===== src/rtl/adc_spi_responder.sv =====
// ADC-side responder: turns a Read/Channel_Select request into SPI mode-3 frames to an 8-channel 12-bit ADC.
// Optional build macro ADC_SPI_AVG4_EN: four real frames per request, rounded average returned.
module adc_spi_responder #(
    parameter int CLK_DIV  = 4,
    parameter int CS_SETUP = 2
) (
    input  logic        HCLK,
    input  logic        HRESET,
    input  logic        Read,
    input  logic [3:0]  Channel_Select,
    output logic [11:0] Resault,
    output logic        RDY_BSYn,
    output logic        ADC_CS_n,
    output logic        ADC_SCLK,
    output logic        ADC_DIN,
    input  logic        ADC_DOUT
);

    typedef enum logic [2:0] {IDLE, SETUP, SHIFT, HOLD, DONE} state_t;

    localparam logic [7:0] DIV_LAST   = 8'(CLK_DIV - 1);
    localparam logic [3:0] SETUP_LAST = 4'(CS_SETUP - 1);

    state_t      state_q, state_d;
    logic [2:0]  ch_q, ch_d;
    logic [2:0]  last_ch_q, last_ch_d;
    logic        last_ch_valid_q, last_ch_valid_d;
    logic        dummy_q, dummy_d;
    logic [3:0]  setup_cnt_q, setup_cnt_d;
    logic [7:0]  div_cnt_q, div_cnt_d;
    logic [3:0]  bit_cnt_q, bit_cnt_d;
    logic [11:0] shift_q, shift_d;
    logic [11:0] resault_q, resault_d;
    logic        rdy_q, rdy_d;
    logic        cs_n_q, cs_n_d;
    logic        sclk_q, sclk_d;
    logic        din_q, din_d;
    logic [15:0] frame_w;
    logic [3:0]  next_bit;
`ifdef ADC_SPI_AVG4_EN
    logic [13:0] acc_q, acc_d;
    logic [13:0] acc_sum;
    logic [13:0] acc_round;
    logic [1:0]  real_cnt_q, real_cnt_d;
`endif

    assign Resault  = resault_q;
    assign RDY_BSYn = rdy_q;
    assign ADC_CS_n = cs_n_q;
    assign ADC_SCLK = sclk_q;
    assign ADC_DIN  = din_q;

    always_ff @(posedge HCLK) begin
        if (HRESET) begin
            state_q         <= IDLE;
            ch_q            <= '0;
            last_ch_q       <= '0;
            last_ch_valid_q <= 1'b0;
            dummy_q         <= 1'b0;
            setup_cnt_q     <= '0;
            div_cnt_q       <= '0;
            bit_cnt_q       <= '0;
            shift_q         <= '0;
            resault_q       <= '0;
            rdy_q           <= 1'b0;
            cs_n_q          <= 1'b1;
            sclk_q          <= 1'b1;
            din_q           <= 1'b0;
`ifdef ADC_SPI_AVG4_EN
            acc_q           <= '0;
            real_cnt_q      <= '0;
`endif
        end else begin
            state_q         <= state_d;
            ch_q            <= ch_d;
            last_ch_q       <= last_ch_d;
            last_ch_valid_q <= last_ch_valid_d;
            dummy_q         <= dummy_d;
            setup_cnt_q     <= setup_cnt_d;
            div_cnt_q       <= div_cnt_d;
            bit_cnt_q       <= bit_cnt_d;
            shift_q         <= shift_d;
            resault_q       <= resault_d;
            rdy_q           <= rdy_d;
            cs_n_q          <= cs_n_d;
            sclk_q          <= sclk_d;
            din_q           <= din_d;
`ifdef ADC_SPI_AVG4_EN
            acc_q           <= acc_d;
            real_cnt_q      <= real_cnt_d;
`endif
        end
    end

    always_comb begin
        state_d         = state_q;
        ch_d            = ch_q;
        last_ch_d       = last_ch_q;
        last_ch_valid_d = last_ch_valid_q;
        dummy_d         = dummy_q;
        setup_cnt_d     = setup_cnt_q;
        div_cnt_d       = div_cnt_q;
        bit_cnt_d       = bit_cnt_q;
        shift_d         = shift_q;
        resault_d       = resault_q;
        rdy_d           = rdy_q;
        cs_n_d          = cs_n_q;
        sclk_d          = sclk_q;
        din_d           = din_q;
        frame_w         = {2'b00, ch_q, 11'b0};
        next_bit        = bit_cnt_q - 4'd1;
`ifdef ADC_SPI_AVG4_EN
        acc_d           = acc_q;
        real_cnt_d      = real_cnt_q;
        acc_sum         = acc_q + {2'b00, shift_q};
        acc_round       = acc_sum + 14'd2;
`endif

        case (state_q)
            IDLE: begin
                rdy_d = 1'b0;
                if (Read) begin
                    ch_d = Channel_Select[2:0];
                    if (Channel_Select[3]) begin
                        resault_d = '0;
                        rdy_d     = 1'b1;
                        state_d   = DONE;
                    end else begin
                        // The ADC answers with the previous frame's channel, so a new channel needs a priming frame.
                        dummy_d     = !(last_ch_valid_q && (last_ch_q == Channel_Select[2:0]));
                        cs_n_d      = 1'b0;
                        setup_cnt_d = '0;
                        state_d     = SETUP;
`ifdef ADC_SPI_AVG4_EN
                        acc_d       = '0;
                        real_cnt_d  = '0;
`endif
                    end
                end
            end
            SETUP: begin
                if (setup_cnt_q == SETUP_LAST) begin
                    sclk_d    = 1'b0;
                    din_d     = frame_w[15];
                    bit_cnt_d = 4'd15;
                    div_cnt_d = '0;
                    state_d   = SHIFT;
                end else begin
                    setup_cnt_d = setup_cnt_q + 4'd1;
                end
            end
            SHIFT: begin
                if (div_cnt_q == DIV_LAST) begin
                    div_cnt_d = '0;
                    if (!sclk_q) begin
                        // Only the last 12 of the 16 sampled bits carry data; earlier ones fall off the top.
                        sclk_d  = 1'b1;
                        shift_d = {shift_q[10:0], ADC_DOUT};
                    end else if (bit_cnt_q == 4'd0) begin
                        cs_n_d  = 1'b1;
                        din_d   = 1'b0;
                        state_d = HOLD;
                    end else begin
                        bit_cnt_d = next_bit;
                        sclk_d    = 1'b0;
                        din_d     = frame_w[next_bit];
                    end
                end else begin
                    div_cnt_d = div_cnt_q + 8'd1;
                end
            end
            HOLD: begin
                last_ch_d       = ch_q;
                last_ch_valid_d = 1'b1;
                setup_cnt_d     = '0;
                if (dummy_q) begin
                    dummy_d = 1'b0;
                    cs_n_d  = 1'b0;
                    state_d = SETUP;
                end else begin
`ifdef ADC_SPI_AVG4_EN
                    if (real_cnt_q == 2'd3) begin
                        resault_d = acc_round[13:2];
                        rdy_d     = 1'b1;
                        state_d   = DONE;
                    end else begin
                        acc_d      = acc_sum;
                        real_cnt_d = real_cnt_q + 2'd1;
                        cs_n_d     = 1'b0;
                        state_d    = SETUP;
                    end
`else
                    resault_d = shift_q;
                    rdy_d     = 1'b1;
                    state_d   = DONE;
`endif
                end
            end
            DONE: begin
                if (!Read) begin
                    rdy_d   = 1'b0;
                    state_d = IDLE;
                end
            end
            default: begin
                state_d = IDLE;
            end
        endcase
    end

endmodule


===== config.mk =====
export PLATFORM = sky130hd
export DESIGN_NAME = adc_spi_responder
export DESIGN_NICKNAME = d
export VERILOG_FILES = /design/src/rtl/adc_spi_responder.sv
export SDC_FILE = /design/constraint.sdc
export NUM_CORES = 1
export LEC_CHECK = 0
export CORE_ASPECT_RATIO = 0.7
export CORE_MARGIN = 8
export CORE_UTILIZATION = 62
export CTS_CLUSTER_SIZE = 24
export DETAILED_ROUTE_END_ITERATION = 16
export DONT_BUFFER_PORTS = 1
export GPL_TIMING_DRIVEN = 0
export PLACE_DENSITY = 0.78
export SLEW_MARGIN = 20
export SYNTH_ARGS = -nofsm -noshare
export SYNTH_HDL_FRONTEND = slang
export SYNTH_SLANG_ARGS = --single-unit

===== constraint.sdc =====
create_clock -name HCLK -period 2.11 [get_ports HCLK]
set_input_delay 0.422 -clock HCLK [delete_from_list [all_inputs] [get_ports HCLK]]
set_output_delay 0.422 -clock HCLK [all_outputs]
set_load 0.1 [all_outputs]

==> impl_summary.log, run 1 <==
[metrics] most common cell after layout, fill and taps aside: sky130_fd_sc_hd__dfxtp_1
[metrics] post-route clock period utilization: 90.7%
[metrics] crit start category: flip-flop
[metrics] post-synth design cell area: 2600 µm²
[metrics] overall via count from detail_route: 2047
[metrics] number of warnings printed during yosys synthesis: 0
[metrics] number of H-tree levels: 2
[metrics] maximum net fanout on the critical path: 6
[metrics] syn_area_per_cell: 9.57 µm²
[metrics] final non-filler cell total: 333
[metrics] clock insertion delay at the later pin of the skew report: 0.32 ns
[metrics] Final HPWL DP: 4010 µm
[metrics] width of the die: 93.4 µm
[metrics] global-route wire length before repair: 9440 µm
[metrics] total of flip-flops plus latches after synthesis: 55
[metrics] placer congestion estimate: 0.876
[metrics] clock-pin slew on the worst setup and hold paths: 0.10 ns
[metrics] initial detailed-routing violation count: 106
[metrics] largest net degree at the start of global routing: 17
[metrics] DRC Markers: 0
[metrics] worst IR drop on VDD: 0.000509 V
[metrics] result of the run: finished, final reports clean
[metrics] power density of the placed cells: 756 nW/µm²
[metrics] CTS tree: built
[metrics] I/O pin count: 24
[metrics] Hold/Removal Path Class: in2reg
[metrics] global route total overflow: 0
[metrics] Min Hold Slack: 0.262 ns
[metrics] Worst Path Arrival: 2.13 ns
[metrics] number of endpoints with negative hold slack in the final report: 0
[metrics] sequential element share of the synthesized area: 42.3%
[metrics] Die H: 70.2 µm
[metrics] remaining number of nets flagged by the antenna check after routing: 0
[metrics] final setup violation count: 0
[metrics] Synth Net Count: 284
[metrics] most frequent cells in the layout: sky130_fd_sc_hd__dfxtp_1 (54), sky130_fd_sc_hd__nor2_1 (32), sky130_fd_sc_hd__mux2i_1 (21), sky130_fd_sc_hd__a21oi_1 (21)
[metrics] P&R area growth vs syn: 7.26%
[metrics] number of standard-cell rows in the floorplan: 19
[metrics] RSZ-0062 raised after global routing: false
[metrics] depth of the worst register-to-register path: 6
[metrics] share of cells above drive strength 1: 12.8%
[metrics] number of antenna violations at the first check in global routing: 0
[metrics] number of inserted diodes: 0
[metrics] transition at the pin with the smallest max-transition slack: 0.990 ns
[metrics] routed wirelength normalized by instance count: 17.0 µm
[metrics] filler cell count in the final layout: 313
[metrics] count of buffers from port buffering: 0
[metrics] number of buffers inserted for hold repair after clock tree synthesis: 0
[metrics] post-synthesis instance total: 272
[metrics] vias in the first global route: 1880
[metrics] CP endpoint kind: flip-flop
[metrics] number of iterations in the first detailed-routing pass: 5
[metrics] total negative slack for setup checks: 0 ns
[metrics] placed cells: 324
[metrics] max-cap viol count: 0
[metrics] maximum clock rate: 0.523 GHz
[metrics] number of sinks on the clock net: 55
[metrics] time the worst path needs with I/O delays and setup: 1.91 ns
[metrics] effective utilization at floorplan: 65.6%
[metrics] number of stages on the worst hold path: 2
[metrics] Net count, final: 293
[metrics] maximum clock insertion buffer count: 2
[metrics] Max Slew Vio Count: 0
[metrics] Cell variety after synth: 58
[metrics] overall die area: 6560 µm²
[metrics] ys flop type: sky130_fd_sc_hd__dfxtp_1
[metrics] clock tree skew after final layout: 0.0116 ns
[metrics] TritonCTS Buffers: 5
[metrics] Via density: 6.15
[metrics] required time at the endpoint of the critical path: 2.32 ns
[metrics] number of enable-type register cells in the synthesized netlist: 0
[metrics] final wirelength: 5650 µm
[metrics] Finished Core Util: 70.3%
[metrics] Leak Pwr: 1.02 nW
[metrics] crit path kind: reg2reg
[metrics] core box area: 3970 µm²
[metrics] relative slew slack: 33.9%
[metrics] overall routing resource usage: 17.9%
[metrics] root buf cell: sky130_fd_sc_hd__clkbuf_8
[metrics] Async S/R FF share, synth: 0%
-- synth_stat cells (3+ instances only) --
master                     instances  area share [%]
sky130_fd_sc_hd__dfxtp_1          55              42
sky130_fd_sc_hd__xnor2_1           7             2.4
sky130_fd_sc_hd__buf_2             5            0.96
sky130_fd_sc_hd__ha_1              4             1.9
sky130_fd_sc_hd__nand2_1           6            0.87
sky130_fd_sc_hd__nand3b_1          3            0.87
sky130_fd_sc_hd__a41oi_1           3             1.0
sky130_fd_sc_hd__inv_1             8             1.2
sky130_fd_sc_hd__nand3_1          17             3.3
sky130_fd_sc_hd__nor2_1           32             4.6
sky130_fd_sc_hd__a311oi_1          5             1.7
sky130_fd_sc_hd__and3_1            3            0.72
sky130_fd_sc_hd__mux2i_1          21             8.1
sky130_fd_sc_hd__nor3_1            6             1.2
sky130_fd_sc_hd__o21ai_0           3            0.58
sky130_fd_sc_hd__a21oi_1          21             4.0
sky130_fd_sc_hd__clkbuf_1          5            0.72
sky130_fd_sc_hd__buf_1             4            0.58
sky130_fd_sc_hd__a211oi_1          3            0.87
sky130_fd_sc_hd__nand2b_1         17             4.1
-- repair_timing --
item / CTS / global route
endpoints found under the setup margin: 3 / 10
gates resized for setup: 1 / 2
endpoints found under the hold margin: 0 / 0
pin swaps: 1 / 1
buffers inserted: 0 / 2
-- final cells by class --
type	count	area (µm²)	area share, %
Multi-Input combinational cell	193	1390	49.8
Sequential cell	55	1100	39.5
Buffer	16	82.6	2.96
Clock buffer	5	68.8	2.47
Tap cell	52	65.1	2.33
Clock inverter	2	37.5	1.34
Inverter	8	30.0	1.08
Timing Repair Buffer	2	15.0	0.538
-- power breakdown --
part / switching, mW / leakage [nW] / internal, mW
Combinational: 0.151 / 0.525 / 0.116
Clock: 0.347 / 0.0502 / 0.347
Sequential: 0.0821 / 0.444 / 1.07
-- final timing paths --
| check | from | endpoint | slack [ns] |
|---|---|---|---|
| max | setup_cnt_q[0] | ADC_DIN | 0.20 |
| max reg2reg | setup_cnt_q[0] | ADC_DIN | 0.20 |
| min | Channel_Select[2] | ch_q[2] | 0.26 |
| min reg2reg | shift_q[2] | Resault[2] | 0.49 |
-- state kept, by name, summed over array words and instances (netlist names) --
register / count
ADC_SCLK: 1
ADC_CS_n: 1
bit_cnt_q: 4
state_q: 3
Resault: 12
setup_cnt_q: 4
ch_q: 3
last_ch_valid_q: 1
ADC_DIN: 1
last_ch_q: 3
dummy_q: 1
shift_q: 12
div_cnt_q: 8
RDY_BSYn: 1
-- per-layer routing --
layer	GRT usage, %	share of wire (%)	vias up
met4	7.65	1.3	0
met5	0	0	-
met2	24.3	41	79
met1	25.3	48	960
met3	5.34	8.8	7
li1	-	-	1001
-- logic make-up (layout without fill, tap and decap cells) --
group	Yosys count	in the layout	synth area share, %
multiplexers	23	23	9.09
flip-flops	55	55	42.3
AND/OR/NAND/NOR	102	102	22.9
XOR/XNOR	7	7	2.36
adder cells (fa/ha/maj)	4	4	1.92
buffers and inverters	24	33	4.28
AO/OA/AOI/OAI	57	57	17.1
-- critical path: stages (launching register included) --
cell and delay, ns:
sky130_fd_sc_hd__dfxtp_1 0.40, sky130_fd_sc_hd__ha_1 0.18, sky130_fd_sc_hd__or3b_4 0.40, sky130_fd_sc_hd__o31ai_4 0.24
sky130_fd_sc_hd__buf_4 0.19, sky130_fd_sc_hd__o211ai_1 0.15, sky130_fd_sc_hd__o41ai_2 0.25
-- per-stage QoR --
stage | worst slack (ns) | instance area (µm²) | power, mW
global placement | 0.0351 | 2670 | 1.42
global route | 0.0389 | 2790 | 2.20
CTS | 0.0341 | 2780 | 2.12
detailed placement | 0.00689 | 2670 | 1.43
floorplan | 0.208 | 2600 | 1.38
finish | 0.197 | 2790 | 2.11
(Power assumes the default switching activity.)
==> run 2, diff against run 1 <==
--- a/config.mk
+++ b/config.mk
@@ -13,6 +13,7 @@
 export DONT_BUFFER_PORTS = 1
 export GPL_TIMING_DRIVEN = 0
 export PLACE_DENSITY = 0.78
+export SETUP_SLACK_MARGIN = 0.5
 export SLEW_MARGIN = 20
 export SYNTH_ARGS = -nofsm -noshare
 export SYNTH_HDL_FRONTEND = slang
==> run 2 against run 1 <==
Compared with the run above: critical path depth stayed put; non-clock buffer count is 37 higher; hold slack worse by 0.0048 ns; clock power is 9.4% lower; sequential power hardly changed; count of clock-buffer cells in the layout is 1 higher; register-to-register slack better by 0.13 ns; power is 4.7% higher; combinational power is 59% higher; cell area is 21% higher; critical endpoint is now div_cnt_q[7]; largest cell class unchanged; highest routed layer unchanged.
==> impl_summary.log, run 2 (synthesis gave the netlist of run 1 again) <==
[metrics] most common cell after layout, fill and taps aside: sky130_fd_sc_hd__buf_4 (was sky130_fd_sc_hd__dfxtp_1)
[metrics] crit start category: flip-flop (unchanged)
[metrics] effective utilization at floorplan: 65.6% (unchanged)
[metrics] switching pwr: 0.657 mW (was 0.580 mW)
[metrics] final wirelength: 7210 µm (was 5650 µm)
[metrics] width of the die: 93.4 µm (unchanged)
[metrics] cell-by-cell trace of the critical path: or3b_1, buf_6, a21oi_4, buf_6, o21ai_2, a311oi_1 (was ha_1, or3b_4, o31ai_4, buf_4, o211ai_1, o41ai_2)
[metrics] sum of internal, switching and leakage power: 2.21 mW (was 2.11 mW)
[metrics] number of sinks on the clock net: 55 (unchanged)
[metrics] clock tree skew after final layout: 0.00476 ns (was 0.0116 ns)
[metrics] I/O pin count: 24 (unchanged)
[metrics] portion of total power attributed to sequential cells: 52.2% (was 54.5%)
[metrics] overall via count from detail_route: 2300 (was 2047)
[metrics] Die H: 70.2 µm (unchanged)
[metrics] number of iterations in the first detailed-routing pass: 4 (was 5)
[metrics] placer congestion estimate: 0.876 (about the same)
[metrics] maximum clock rate: 0.561 GHz (was 0.523 GHz)
[metrics] global route total overflow: 0 (unchanged)
[metrics] Leak Pwr: 1.28 nW (was 1.02 nW)
[metrics] total negative slack for setup checks: 0 ns (unchanged)
[metrics] clock-pin slew on the worst setup and hold paths: 0.10 ns (about the same)
[metrics] proportion of total power due to net switching: 29.7% (was 27.5%)
[metrics] root buf cell: sky130_fd_sc_hd__clkbuf_8 (unchanged)
[metrics] post-route clock period utilization: 84.5% (was 90.7%)
[metrics] overall routing resource usage: 18.9% (was 17.9%)
[metrics] share of cells above drive strength 1: 38.9% (was 12.8%)
[metrics] overall die area: 6560 µm² (unchanged)
[metrics] crit path kind: reg2reg (unchanged)
[metrics] combinational share of power: 19.3% (was 12.7%)
[metrics] max-cap viol count: 0 (unchanged)
[metrics] Sequential cell area: 1150 µm² (was 1100 µm²)
[metrics] clock insertion delay at the later pin of the skew report: 0.31 ns (was 0.32 ns)
[metrics] Internal Power: 1.55 mW (was 1.53 mW)
[metrics] TritonCTS Buffers: 5 (unchanged)
[metrics] RSZ-0062 raised after global routing: true (was false)
[metrics] relative slew slack: 57.8% (was 33.9%)
[metrics] Final HPWL DP: 4010 µm (about the same)
[metrics] filler cell count in the final layout: 217 (was 313)
[metrics] slowest cell on the critical path: sky130_fd_sc_hd__or3b_1 (was sky130_fd_sc_hd__dfxtp_1)
[metrics] Clock power frac: 28.4% (was 32.9%)
[metrics] Max Slew Vio Count: 0 (unchanged)
[metrics] routed wirelength normalized by instance count: 19.4 µm (was 17.0 µm)
[metrics] P&R area growth vs syn: 29.6% (was 7.26%)
[metrics] initial detailed-routing violation count: 191 (was 106)
[metrics] number of antenna violations at the first check in global routing: 0 (unchanged)
[metrics] Worst path most repeated cell: sky130_fd_sc_hd__buf_6
[metrics] number of standard-cell rows in the floorplan: 19 (unchanged)
[metrics] number of buffers inserted for hold repair after clock tree synthesis: 0 (unchanged)
[metrics] power density of the placed cells: 655 nW/µm² (was 756 nW/µm²)
[metrics] transition at the pin with the smallest max-transition slack: 0.633 ns (was 0.990 ns)
[metrics] maximum clock insertion buffer count: 2 (unchanged)
[metrics] Via density: 6.20 (was 6.15)
[metrics] CP endpoint kind: flip-flop (unchanged)
[metrics] maximum net fanout on the critical path: 7 (was 6)
[metrics] result of the run: finished, final reports clean (unchanged)
[metrics] vias in the first global route: 2046 (was 1880)
[metrics] Worst Path Arrival: 2.01 ns (was 2.13 ns)
[metrics] number of inserted diodes: 0 (unchanged)
[metrics] CTS tree: built (unchanged)
[metrics] Hold/Removal Path Class: in2reg (unchanged)
[metrics] worst IR drop on VDD: 0.000530 V (was 0.000509 V)
[metrics] count of buffers from port buffering: 0 (unchanged)
[metrics] global-route wire length before repair: 10100 µm (was 9440 µm)
[metrics] largest net degree at the start of global routing: 18 (was 17)
[metrics] number of H-tree levels: 2 (unchanged)
[metrics] peak per-stage delay on the critical path: 0.41 ns (was 0.40 ns)
[metrics] time the worst path needs with I/O delays and setup: 1.78 ns (was 1.91 ns)
[metrics] core box area: 3970 µm² (unchanged)
[metrics] final setup violation count: 0 (unchanged)
[metrics] Net count, final: 330 (was 293)
[metrics] most frequent cells in the layout: sky130_fd_sc_hd__buf_4 (33), sky130_fd_sc_hd__nor2_1 (32), sky130_fd_sc_hd__dfxtp_1 (30), sky130_fd_sc_hd__mux2i_1 (21) (was sky130_fd_sc_hd__dfxtp_1 (54), sky130_fd_sc_hd__nor2_1 (32), sky130_fd_sc_hd__mux2i_1 (21), sky130_fd_sc_hd__a21oi_1 (21))
[metrics] remaining number of nets flagged by the antenna check after routing: 0 (unchanged)
[metrics] required time at the endpoint of the critical path: 2.33 ns (was 2.32 ns)
[metrics] number of endpoints with negative hold slack in the final report: 0 (unchanged)
[metrics] area used by multi-input combinational logic: 1600 µm² (was 1390 µm²)
[metrics] DRC Markers: 0 (unchanged)
## run 2: cell count changes in the layout (fill, tap and decap cells not counted), moves of 3 or more
| cell | previous run | this run |
|---|---|---|
| sky130_fd_sc_hd__buf_6 | 2 | 13 |
| sky130_fd_sc_hd__ha_1 | 4 | 1 |
| sky130_fd_sc_hd__dfxtp_1 | 54 | 30 |
| sky130_fd_sc_hd__dfxtp_2 | 1 | 19 |
| sky130_fd_sc_hd__dfxtp_4 | 0 | 6 |
| sky130_fd_sc_hd__buf_4 | 2 | 33 |
| sky130_fd_sc_hd__buf_2 | 5 | 1 |
## run 2: path summary, 6_finish.rpt
kind,start,end,slack [ns],depth (start not counted)
max reg2reg,state_q[1],div_cnt_q[7],0.33,6
min,Channel_Select[2],ch_q[2],0.26,2
max,state_q[1],div_cnt_q[7],0.33,6
min reg2reg,shift_q[2],Resault[2],0.49,2
## run 2: power by group through the flow
stage / clock [mW] / sequential [mW] / combinational (mW)
after global routing: 0.671 / 1.16 / 0.452
after CTS: 0.630 / 1.15 / 0.326
after global placement: 0 / 1.18 / 0.261
after floorplan: 0 / 1.17 / 0.221
after detailed placement: 0 / 1.18 / 0.266
final: 0.629 / 1.15 / 0.427
## run 2: final cells by class
class                      instances  area share, %
multi-input combinational        193           47.3
sequential                        55           34.0
timing repair buffer              39           9.46
buffer                            16           3.49
clock buffer                       6           2.45
tap                               52           1.93
inverter                           8          0.890
clock inverter                     2          0.445
## run 2: critical path, delay by kind of cell, from the launching register on
family | cells | cell delay [ns]
AO/OA/AOI/OAI | 3 | 0.53
buffers and inverters | 2 | 0.34
AND/OR/NAND/NOR | 1 | 0.41
flip-flops | 1 | 0.39
## run 2: metal layers
metal | vias up | share of wire (%) | GRT usage, %
li1 | 1079 | - | -
met1 | 1112 | 44 | 25.8
met2 | 88 | 46 | 28.3
met3 | 21 | 7.3 | 5.34
met4 | 0 | 2.9 | 4.80
met5 | - | 0 | 0
## run 2: repair_timing
item                                    CTS  global route
endpoints found under the setup margin   61            50
resized for setup                        38            45
endpoints found under the hold margin     0             0
pin swaps                                11            18
gates cloned                              1             1
setup buffers                            21            16
## run 2: per-stage QoR
step	hold slack [ns]	cell area [µm²]	util, %	instances	worst slack (ns)
3_3_place_gp	0.459	2710	68.2	324	0.210
5_1_grt	0.266	3370	85.0	371	0.237
6_report	0.257	3370	85.0	371	0.328
3_5_place_dp	0.475	2710	68.2	324	0.200
2_1_floorplan	0.439	2640	-	272	0.402
4_1_cts	0.258	3060	77.2	354	0.353
